[src/rtl/arm_command_scheduler_if.sv]
// Avalon-MM slave bus bundle between the host and the arm command scheduler.
interface arm_command_scheduler_if;
  logic [4:0]  address;
  logic        write;
  logic        read;
  logic [31:0] writedata;
  logic [31:0] readdata;
  logic        waitrequest;

  modport master (output address, write, read, writedata, input readdata, waitrequest);
  modport slave  (input address, write, read, writedata, output readdata, waitrequest);
endinterface

[src/rtl/arm_command_scheduler.sv]
// Register front end for the arm I2C controller: staged hand frames committed atomically to shadows,
// done-handshaked write_hand / elbow read requests, periodic angle poll, sticky ack/timeout flags.
module arm_command_scheduler #(
  parameter int TIMEOUT_CYCLES = 2000000,
  parameter int DEFAULT_PERIOD = 500000
) (
  input  logic                      clock,
  input  logic                      reset_n,
  arm_command_scheduler_if.slave    avs,
  input  logic                      done,
  input  logic [11:0]               angle,
  input  logic                      ack_error,
  output logic                      elbow_read_joint_angle,
  output logic                      write_hand,
  output logic [6:0]                elbow_device_id,
  output logic [6:0]                arm_board_device_id_0,
  output logic [6:0]                arm_board_device_id_1,
  output logic [6:0]                arm_board_device_id_2,
  output logic [6:0]                arm_board_device_id_3,
  output logic [87:0]               arm_board_commandFrame_0,
  output logic [87:0]               arm_board_commandFrame_1,
  output logic [87:0]               arm_board_commandFrame_2,
  output logic [87:0]               arm_board_commandFrame_3
);
  localparam int NUM_BOARDS = 4;

  typedef enum logic [2:0] {IDLE, LOAD, REQ_W, WAIT_W, REQ_R, WAIT_R} state_t;

  logic [NUM_BOARDS-1:0][87:0] stg_frame, shd_frame;
  logic [NUM_BOARDS-1:0][6:0]  stg_id, shd_id;
  logic [6:0]  stg_elbow, shd_elbow;
  logic        poll_enable;
  logic [31:0] period, period_eff, timer, tcnt;
  logic [11:0] angle_reg;
  logic        ack_err_sticky, timeout_sticky, commit_pending, read_pending;
  logic        busy, in_xfer, timed_out, poll_tick, wr_ctrl, wr_stat, rd_clr;
  logic [31:0] rdata;
  state_t      state;

  assign busy       = (state != IDLE);
  assign in_xfer    = (state == REQ_W) || (state == WAIT_W) || (state == REQ_R) || (state == WAIT_R);
  assign timed_out  = in_xfer && (tcnt == 32'(TIMEOUT_CYCLES - 1));
  assign period_eff = (period == 32'd0) ? 32'd1 : period;
  assign poll_tick  = poll_enable && (timer == 32'd0);
  assign wr_ctrl    = avs.write && (avs.address == 5'd14);
  assign wr_stat    = avs.write && (avs.address == 5'd16);
  assign rd_clr     = ((state == WAIT_R) && done) || (((state == REQ_R) || (state == WAIT_R)) && timed_out);

  // Host-side register file; staging stays writable regardless of FSM state.
  always_ff @(posedge clock or negedge reset_n) begin
    if (!reset_n) begin
      stg_frame   <= '0;
      stg_id      <= '0;
      stg_elbow   <= '0;
      poll_enable <= 1'b0;
      period      <= 32'(DEFAULT_PERIOD);
    end else if (avs.write) begin
      for (int b = 0; b < NUM_BOARDS; b++) begin
        if (avs.address == 5'(3*b))     stg_frame[b][31:0]  <= avs.writedata;
        if (avs.address == 5'(3*b + 1)) stg_frame[b][63:32] <= avs.writedata;
        if (avs.address == 5'(3*b + 2)) stg_frame[b][87:64] <= avs.writedata[23:0];
        if (avs.address == 5'd12)       stg_id[b]           <= avs.writedata[8*b +: 7];
      end
      if (avs.address == 5'd13) stg_elbow   <= avs.writedata[6:0];
      if (avs.address == 5'd14) poll_enable <= avs.writedata[0];
      if (avs.address == 5'd15) period      <= avs.writedata;
    end
  end

  always_ff @(posedge clock or negedge reset_n) begin
    if (!reset_n) begin
      timer          <= 32'(DEFAULT_PERIOD);
      commit_pending <= 1'b0;
      read_pending   <= 1'b0;
      ack_err_sticky <= 1'b0;
      timeout_sticky <= 1'b0;
    end else begin
      if (!poll_enable || poll_tick) timer <= period_eff;
      else                           timer <= timer - 32'd1;
      // New requests win over same-cycle clears so a fresh commit/poll is never swallowed.
      commit_pending <= (commit_pending && (state != LOAD)) || (wr_ctrl && avs.writedata[1]);
      read_pending   <= (read_pending && !rd_clr) || poll_tick || (wr_ctrl && avs.writedata[2]);
      ack_err_sticky <= (ack_err_sticky && !(wr_stat && avs.writedata[17])) || (ack_error && busy);
      timeout_sticky <= (timeout_sticky && !(wr_stat && avs.writedata[18])) || timed_out;
    end
  end

  always_ff @(posedge clock or negedge reset_n) begin
    if (!reset_n) begin
      state                  <= IDLE;
      write_hand             <= 1'b0;
      elbow_read_joint_angle <= 1'b0;
      shd_frame              <= '0;
      shd_id                 <= '0;
      shd_elbow              <= '0;
      angle_reg              <= '0;
      tcnt                   <= '0;
    end else begin
      tcnt <= tcnt + 32'd1;
      case (state)
        IDLE: if (done) begin
          if (commit_pending) state <= LOAD;
          else if (read_pending) begin
            state                  <= REQ_R;
            elbow_read_joint_angle <= 1'b1;
            tcnt                   <= '0;
          end
        end
        LOAD: begin
          shd_frame  <= stg_frame;
          shd_id     <= stg_id;
          shd_elbow  <= stg_elbow;
          write_hand <= 1'b1;
          tcnt       <= '0;
          state      <= REQ_W;
        end
        REQ_W: if (timed_out || !done) begin
          write_hand <= 1'b0;
          state      <= timed_out ? IDLE : WAIT_W;
        end
        WAIT_W: if (timed_out || done) state <= IDLE;
        REQ_R: if (timed_out || !done) begin
          elbow_read_joint_angle <= 1'b0;
          state                  <= timed_out ? IDLE : WAIT_R;
        end
        WAIT_R: if (timed_out) state <= IDLE;
          else if (done) begin
            angle_reg <= angle;
            state     <= IDLE;
          end
        default: state <= IDLE;
      endcase
    end
  end

  always_comb begin
    rdata = '0;
    if (avs.read) begin
      for (int b = 0; b < NUM_BOARDS; b++) begin
        if (avs.address == 5'(3*b))     rdata = stg_frame[b][31:0];
        if (avs.address == 5'(3*b + 1)) rdata = stg_frame[b][63:32];
        if (avs.address == 5'(3*b + 2)) rdata = {8'h00, stg_frame[b][87:64]};
      end
      case (avs.address)
        5'd12: rdata = {1'b0, stg_id[3], 1'b0, stg_id[2], 1'b0, stg_id[1], 1'b0, stg_id[0]};
        5'd13: rdata = {25'd0, stg_elbow};
        5'd14: rdata = {31'd0, poll_enable};
        5'd15: rdata = period;
        5'd16: rdata = {11'd0, read_pending, commit_pending, timeout_sticky, ack_err_sticky, busy,
                        4'd0, angle_reg};
        default: ;
      endcase
    end
  end

  assign avs.readdata              = rdata;
  assign avs.waitrequest           = 1'b0;
  assign elbow_device_id           = shd_elbow;
  assign arm_board_device_id_0     = shd_id[0];
  assign arm_board_device_id_1     = shd_id[1];
  assign arm_board_device_id_2     = shd_id[2];
  assign arm_board_device_id_3     = shd_id[3];
  assign arm_board_commandFrame_0  = shd_frame[0];
  assign arm_board_commandFrame_1  = shd_frame[1];
  assign arm_board_commandFrame_2  = shd_frame[2];
  assign arm_board_commandFrame_3  = shd_frame[3];
endmodule

[src/flat_wrapper.sv]
// flat-port wrapper written by rule: the top's interface ports become plain ports
module arm_command_scheduler_flat 
#(
  parameter int TIMEOUT_CYCLES = 2000000,
  parameter int DEFAULT_PERIOD = 500000
)
  (clock, reset_n, done, angle, ack_error, elbow_read_joint_angle, write_hand, elbow_device_id, arm_board_device_id_0, arm_board_device_id_1, arm_board_device_id_2, arm_board_device_id_3, arm_board_commandFrame_0, arm_board_commandFrame_1, arm_board_commandFrame_2, arm_board_commandFrame_3, avs_address, avs_write, avs_read, avs_writedata, avs_readdata, avs_waitrequest);
  arm_command_scheduler_if avs_i ();
  input  logic clock;
  input  logic reset_n;
  input  logic done;
  input  logic [11:0] angle;
  input  logic ack_error;
  output logic elbow_read_joint_angle;
  output logic write_hand;
  output logic [6:0] elbow_device_id;
  output logic [6:0] arm_board_device_id_0;
  output logic [6:0] arm_board_device_id_1;
  output logic [6:0] arm_board_device_id_2;
  output logic [6:0] arm_board_device_id_3;
  output logic [87:0] arm_board_commandFrame_0;
  output logic [87:0] arm_board_commandFrame_1;
  output logic [87:0] arm_board_commandFrame_2;
  output logic [87:0] arm_board_commandFrame_3;
  input wire logic [$bits(avs_i.address)-1:0] avs_address;
  input wire logic [$bits(avs_i.write)-1:0] avs_write;
  input wire logic [$bits(avs_i.read)-1:0] avs_read;
  input wire logic [$bits(avs_i.writedata)-1:0] avs_writedata;
  output wire logic [$bits(avs_i.readdata)-1:0] avs_readdata;
  output wire logic [$bits(avs_i.waitrequest)-1:0] avs_waitrequest;
  assign avs_i.address = avs_address;
  assign avs_i.write = avs_write;
  assign avs_i.read = avs_read;
  assign avs_i.writedata = avs_writedata;
  assign avs_readdata = avs_i.readdata;
  assign avs_waitrequest = avs_i.waitrequest;
  arm_command_scheduler #(.TIMEOUT_CYCLES(TIMEOUT_CYCLES), .DEFAULT_PERIOD(DEFAULT_PERIOD)) u_core (.clock(clock), .reset_n(reset_n), .avs(avs_i), .done(done), .angle(angle), .ack_error(ack_error), .elbow_read_joint_angle(elbow_read_joint_angle), .write_hand(write_hand), .elbow_device_id(elbow_device_id), .arm_board_device_id_0(arm_board_device_id_0), .arm_board_device_id_1(arm_board_device_id_1), .arm_board_device_id_2(arm_board_device_id_2), .arm_board_device_id_3(arm_board_device_id_3), .arm_board_commandFrame_0(arm_board_commandFrame_0), .arm_board_commandFrame_1(arm_board_commandFrame_1), .arm_board_commandFrame_2(arm_board_commandFrame_2), .arm_board_commandFrame_3(arm_board_commandFrame_3));
endmodule
[config.mk]
export PLATFORM = sky130hd
export DESIGN_NAME = arm_command_scheduler_flat
export DESIGN_NICKNAME = d
export VERILOG_FILES = /design/src/rtl/arm_command_scheduler_if.sv /design/src/rtl/arm_command_scheduler.sv /design/src/flat_wrapper.sv
export SDC_FILE = /design/constraint.sdc
export NUM_CORES = 2
export LEC_CHECK = 0
export ABC_AREA = 1
export BUFFER_PORTS_ARGS = -buffer_cell sky130_fd_sc_hd__buf_2
export CAP_MARGIN = 40
export CORE_AREA = 2 2 266 268
export CTS_BUF_LIST = sky130_fd_sc_hd__clkbuf_2
export DETAILED_ROUTE_END_ITERATION = 10
export DIE_AREA = 0 0 268 270
export PLACE_DENSITY = 0.81
export RECOVER_POWER = 100
export SLEW_MARGIN = 20
export SYNTH_ARGS = -nofsm -noshare
export SYNTH_HDL_FRONTEND = slang
export SYNTH_SLANG_ARGS = --single-unit
[constraint.sdc]
create_clock -name clock -period 2.85 [get_ports clock]
set_clock_uncertainty 0.1 [all_clocks]
set_input_delay 0 -clock clock [delete_from_list [all_inputs] [get_ports clock]]
set_output_delay 0 -clock clock [all_outputs]
set_load 0.02 [all_outputs]
Yosys cells after proc, flatten, opt, wreduce, memory -nomap -nowiden
Index checks and enable logic that the tools add are counted.

storage, ports and cells
  bits in registers = 892
  ROM bits = 0
  memory bits (writable) = 0
  latch bits = 0
  input port bits = 55
  output and inout bits = 422
  memories = 0

operators by class
  mux-type cells = 37
  bitwise logic cells = 1
  add/subtract/negate cells = 2
  magnitude comparators = 0
  divide/modulo/power cells = 0
  $mul = 0
  equality and inequality tests = 31
  shifts and indexed selects = 0
  reductions and logical operators = 60

operator list
  kind                                                                     number
  32-bit 2-to-1 mux                                                        18
  32-bit one-hot mux with 5 select lines                                   1
  32-bit zero test                                                         2
  32-bit one-hot mux with 2 select lines                                   1
  5-bit by 4-bit equality test with 1-bit output, second input constant    8
  2-bit AND reduction                                                      17
  32-bit by 1-bit adder with 32-bit output, second input constant          1
  32-bit by 21-bit equality test with 1-bit output, second input constant  1
  32-bit by 1-bit subtractor with 32-bit output, second input constant     1
  3-bit 2-to-1 mux                                                         9
  5-bit by 3-bit equality test with 1-bit output, second input constant    4
  3-bit one-hot mux with 6 select lines                                    1
  1-bit logical AND                                                        15
  1-bit logical OR                                                         13
  5-bit by 2-bit equality test with 1-bit output, second input constant    2
  2-bit inequality test, second input constant                             5
  3-bit by 2-bit equality test with 1-bit output, second input constant    2
  3-bit equality test, second input constant                               2
  3-bit by 1-bit inequality test with 1-bit output, second input constant  2
  6-bit AND reduction                                                      1
  5-bit by 1-bit equality test with 1-bit output, second input constant    1
  5-bit equality test, second input constant                               1
  1-bit zero test                                                          5
  5-bit zero test                                                          1
  other kinds (12)                                                         17

Longest topological paths before layout
  word-level depth = 15
  depth in mapped cells = 15
  depth with buffers taken out = 14

Worst setup path after synthesis
OpenSTA, ideal clock, no wires.

  path kind = flip-flop to flip-flop
  start point = register u_core.tcnt[0]
  end point = register u_core.tcnt[26]
  period minus slack after synthesis = 1.907 ns
  buffers on the path = 0
  slack = 0.943 ns
  data arrival time = 1.690 ns
  setup time = 0.117 ns
  cell stages (with the launch flop) = 13
  cells stage by stage = dfrtp_1 > ha_1 > nand2_1 > nor2_1 > nand2_1 > nor2_4 > nand4_1 > nor3_2 > nand2_1 > nor2_1 > nand2_1 > nand2_1 > nor2_1

on the way
  word-level cells in the longest chain between the ends = 5

ends and longest elaborated chain
  what                                          line                          source
  from (decl)                                   arm_command_scheduler.sv:33   logic [31:0] period, period_eff, timer, tcnt;
  from (signal assigned)                        arm_command_scheduler.sv:99   tcnt <= tcnt + 32'd1;
  32-bit by 1-bit adder with 32-bit output (*)  arm_command_scheduler.sv:99
  32-bit 2-to-1 mux                             arm_command_scheduler.sv:103  else if (read_pending) begin
  32-bit 2-to-1 mux                             arm_command_scheduler.sv:102  if (commit_pending) state <= LOAD;
  32-bit 2-to-1 mux                             arm_command_scheduler.sv:101  IDLE: if (done) begin
  32-bit one-hot mux with 2 select lines (*)    arm_command_scheduler.sv:100  case (state)

Every way passes the cells marked *; elsewhere a longest branch is shown, timed or not.
A chain may end at the register's enable or synchronous reset.

Worst setup path in the final report
  start point = input port avs_write
  end point = register u_core.stg_id[19] in the netlist's numbering

on the way
  word-level cells in the longest chain between the ends = 1

ends and longest elaborated chain
  what                             line                         source
  from (decl)                      flat_wrapper.sv:26           input wire logic [$bits(avs_i.write)-1:0] avs_write;
  2-bit AND reduction (no line)    -
  to (signal, indexed assignment)  arm_command_scheduler.sv:62  if (avs.address == 5'd12) stg_id[b] <= avs.writedata[8*b +: 7];
  to (decl)                        arm_command_scheduler.sv:30  logic [NUM_BOARDS-1:0][6:0] stg_id, shd_id;

Every way passes these cells.

==> flow_summary.json <==
{
  "max_freq_ghz": 0.282,
  "p_int_mw": 23.1,
  "period_share": 1.24,
  "layout_commonest_cell": "nand2_1",
  "avgSynthCellArea_um2": 8.40,
  "drc": 0,
  "antenna_found_initial": 10,
  "arrival_ns": 4.78,
  "cts_inserted_buffers": 215,
  "ios": 477,
  "grt_pass1_wl_mm": 217,
  "nets": 5389,
  "top_layer": "met5",
  "cts_sinks": 892,
  "critPathCaptureType": "flop",
  "start_kind": "input port",
  "die_x_um": 268,
  "fillCellCount": 5625,
  "cp.required_ns": 4.09,
  "largest_reg_flops": 352,
  "tightest_slew_ns": 2.13,
  "ys.warnings.count": 0,
  "clkPwrFrac": 0.205,
  "clockBufferDepth": 3,
  "synthTopCellsByArea": "dfrtp_1 (58%), nand2_1 (17%), o21ai_0 (8.7%), inv_1 (3.4%), clkbuf_1 (2.1%)",
  "drv_cap": 2,
  "fin_hold_ws_ns": 0.106,
  "p_per_area_nw_per_um2": 875,
  "rsz0062_at_grt": "true",
  "initial_core_util": 0.546,
  "viasPerCell": 5.80,
  "port_buffers": 475,
  "final_cell_mix": "nand2_1 (1624), dfrtp_1 (868), o21ai_0 (674), clkbuf_1 (395), clkbuf_2 (315)",
  "clk_pin_slew_worst_paths_ns": 0.12,
  "dr.pass1.iters": 9,
  "rows": 97,
  "gp_congestion": 1.02,
  "route.vias.total": 37300,
  "post-dp-hpwl_mm": 98.4,
  "wl_met1_mm": 53.1,
  "dr_wl_met3_mm": 20.8,
  "syn_inst": 4519,
  "placed_area_um2": 41800,
  "fin_ws_ns": -0.691,
  "status": "complete, but fails checks",
  "final-setup-viol-count": 600,
  "crit_fanout": 42,
  "seqPwrFrac": 0.469,
  "instances_no_fill": 6422,
  "wl_per_cell_um": 23.2,
  "grt_max_degree": 149,
  "min-delay-start": "avs_address[3]",
  "drive_gt1_frac": 0.176,
  "yosysTopAreaCell": "dfrtp_1",
  "synth.distinct_cells": 47,
  "crit_path_top_delay_cell": "clkbuf_1",
  "power.static_leakage_nw": 23.2,
  "hold_path_class": "input port to flop",
  "critical_path_class": "input port to flop",
  "min_to": "u_core.stg_frame[104]",
  "cts_tree": "yes",
  "power_switching_mw": 18.0,
  "failed_checks": "max-capacitance violations, max-slew violations, negative setup slack",
  "dp.cells": 5782,
  "hold_violations": 0,
  "holdPathStages": 8,
  "wirelength_mm": 149,
  "insertion_delay_ns": 1.52,
  "total_power_mw": 41.1,
  "crit_top_cell": "dlygate4sd3_1",
  "htreeDepth": 4,
  "fin_tns_setup_ns": -137.70,
  "path_cells": "dlygate4sd3_1 > dlygate4sd3_1 > clkbuf_1 > clkbuf_1 > nand2_1 > buf_6 > nand2_1 > o21ai_0 > dlygate4sd3_1",
  "synth_area_um2": 38000,
  "period_needed_ns": 3.54,
  "syn2layout_area_growth_pct": 23.7,
  "rrSetupSlack_ns": -0.45,
  "slew_headroom": -0.419,
  "final_antenna_net_count": 0,
  "ys.flop_type": "dfrtp_1",
  "dieHeight_um": 270,
  "ys_seq_area_frac": 0.589,
  "yosys_register_bits": 892,
  "final_cell_area_um2": 47000,
  "max-vdd-ir-drop_uv": 588,
  "coreArea_um2": 69500,
  "drtIter0Drc": 5422,
  "pwr-share-comb": 0.325,
  "synth_top_area_frac": 0.579,
  "async_reset_ff_frac": 1.00,
  "wl_met2_mm": 64.2,
  "slowest_delay_ns": 1.23,
  "maxSlewViolCount": 74,
  "fp.dieArea_um2": 72400,
  "grt_pass1_vias": 35200,
  "max_flop_register": "u_core.stg_frame",
  "overflow": 0,
  "grt_usage": 0.405,
  "r2r-end": "u_core.arm_board_commandFrame_0[73]",
  "cts_root_buf": "clkbuf_2",
  "reg2regPathDepth": 6,
  "sw_frac_of_total": 0.439,
  "synth_edf_count": 0,
  "synth_nets": 4576,
  "r2r_start": "u_core.state[1]"
}
## cell families (layout without fill, tap and decap cells)
logic type	after synthesis	in the layout	synth area share
simple gates	2108	2108	0.222
flops	892	892	0.589
compound gates	874	874	0.119
buf+inv	618	1576	0.0635
xor+xnor	24	24	0.00554
fa+ha+maj	2	2	0.000659
other cells	1	6	0.0000988
## through the flow
stage / utilization / setup slack [ns]
after floorplan: - / 0.943
after global placement: 0.596 / 0.125
after detailed placement: 0.601 / 0.148
after CTS: 0.671 / -0.627
after global routing: 0.675 / -0.658
final: 0.675 / -0.691
## how the worst max path moves through the flow
stage                          startpoint           endpoint  slack [ns]
global route         u_core.stg_frame[46]   avs_readdata[14]       -0.66
detailed placement         avs_address[4]    avs_readdata[7]        0.15
global placement           avs_address[2]    avs_readdata[7]        0.13
CTS                 u_core.stg_frame[102]   avs_readdata[14]       -0.63
floorplan                  u_core.tcnt[0]    u_core.tcnt[26]        0.94
finish                          avs_write  u_core.stg_id[19]       -0.69
## routing by layer
| metal | track usage | up-vias |
|---|---|---|
| li1 | - | 16200 |
| met5 | 0 | - |
| met2 | 0.578 | 2742 |
| met1 | 0.527 | 17800 |
| met3 | 0.141 | 590 |
| met4 | 0.258 | 4 |
## critical path: cells and delay by family
kind	cells	cell delay [ns]
buffers and inverters	6	3.87
and+or+nand+nor	2	0.80
AOI/OAI and AO/OA	1	0.07
## cell usage after synthesis (2+ instances only)
cell	count
o21ai_0	660
nor3_1	27
o211ai_1	5
clkbuf_1	210
xnor2_1	7
and3_1	2
xor2_1	17
o21a_1	3
nand3_1	106
a21oi_1	78
a31oi_1	6
nor2_1	153
buf_1	7
buf_2	36
nand3_2	2
inv_1	343
buf_6	4
dfrtp_1	878
nor4_1	15
nand2_2	4
a211oi_1	9
buf_4	4
nand3b_1	10
nor2_2	17
o22ai_1	23
nand2_1	1709
a31o_2	2
ha_1	2
dfstp_2	14
a221oi_1	9
nand4_1	50
nor3_2	3
a22oi_1	4
o21ai_1	71
inv_2	14
nor2_4	4
## power groups by stage
stage | sequential (mW) | combinational, mW | clock (mW)
detailed placement | 19.2 | 12.8 | 0
global placement | 19.1 | 12.4 | 0
finish | 19.3 | 13.4 | 8.43
global route | 19.5 | 14.6 | 9.08
floorplan | 21.0 | 5.16 | 0
CTS | 19.0 | 13.4 | 8.37
## repair_timing
action,in CTS,in global routing
setup endpoints to repair,32,32
hold endpoints to repair,1365,30
buffers inserted,46,45
cloned,0,0
hold buffers,178,2
resized for setup,281,159
pin swaps,128,157
## area by class of cell
type | count | area, um2 | area share
tap | 940 | 1180 | 0.0250
timing repair buffer | 857 | 5820 | 0.124
clock inverter | 58 | 322 | 0.00685
sequential | 892 | 22400 | 0.476
clock buffer | 304 | 1520 | 0.0324
multi-input combinational | 3009 | 14400 | 0.307
inverter | 357 | 1340 | 0.0286
antenna | 5 | 12.5 | 0.000266
Note: power is estimated with default switching activity, not from simulation.
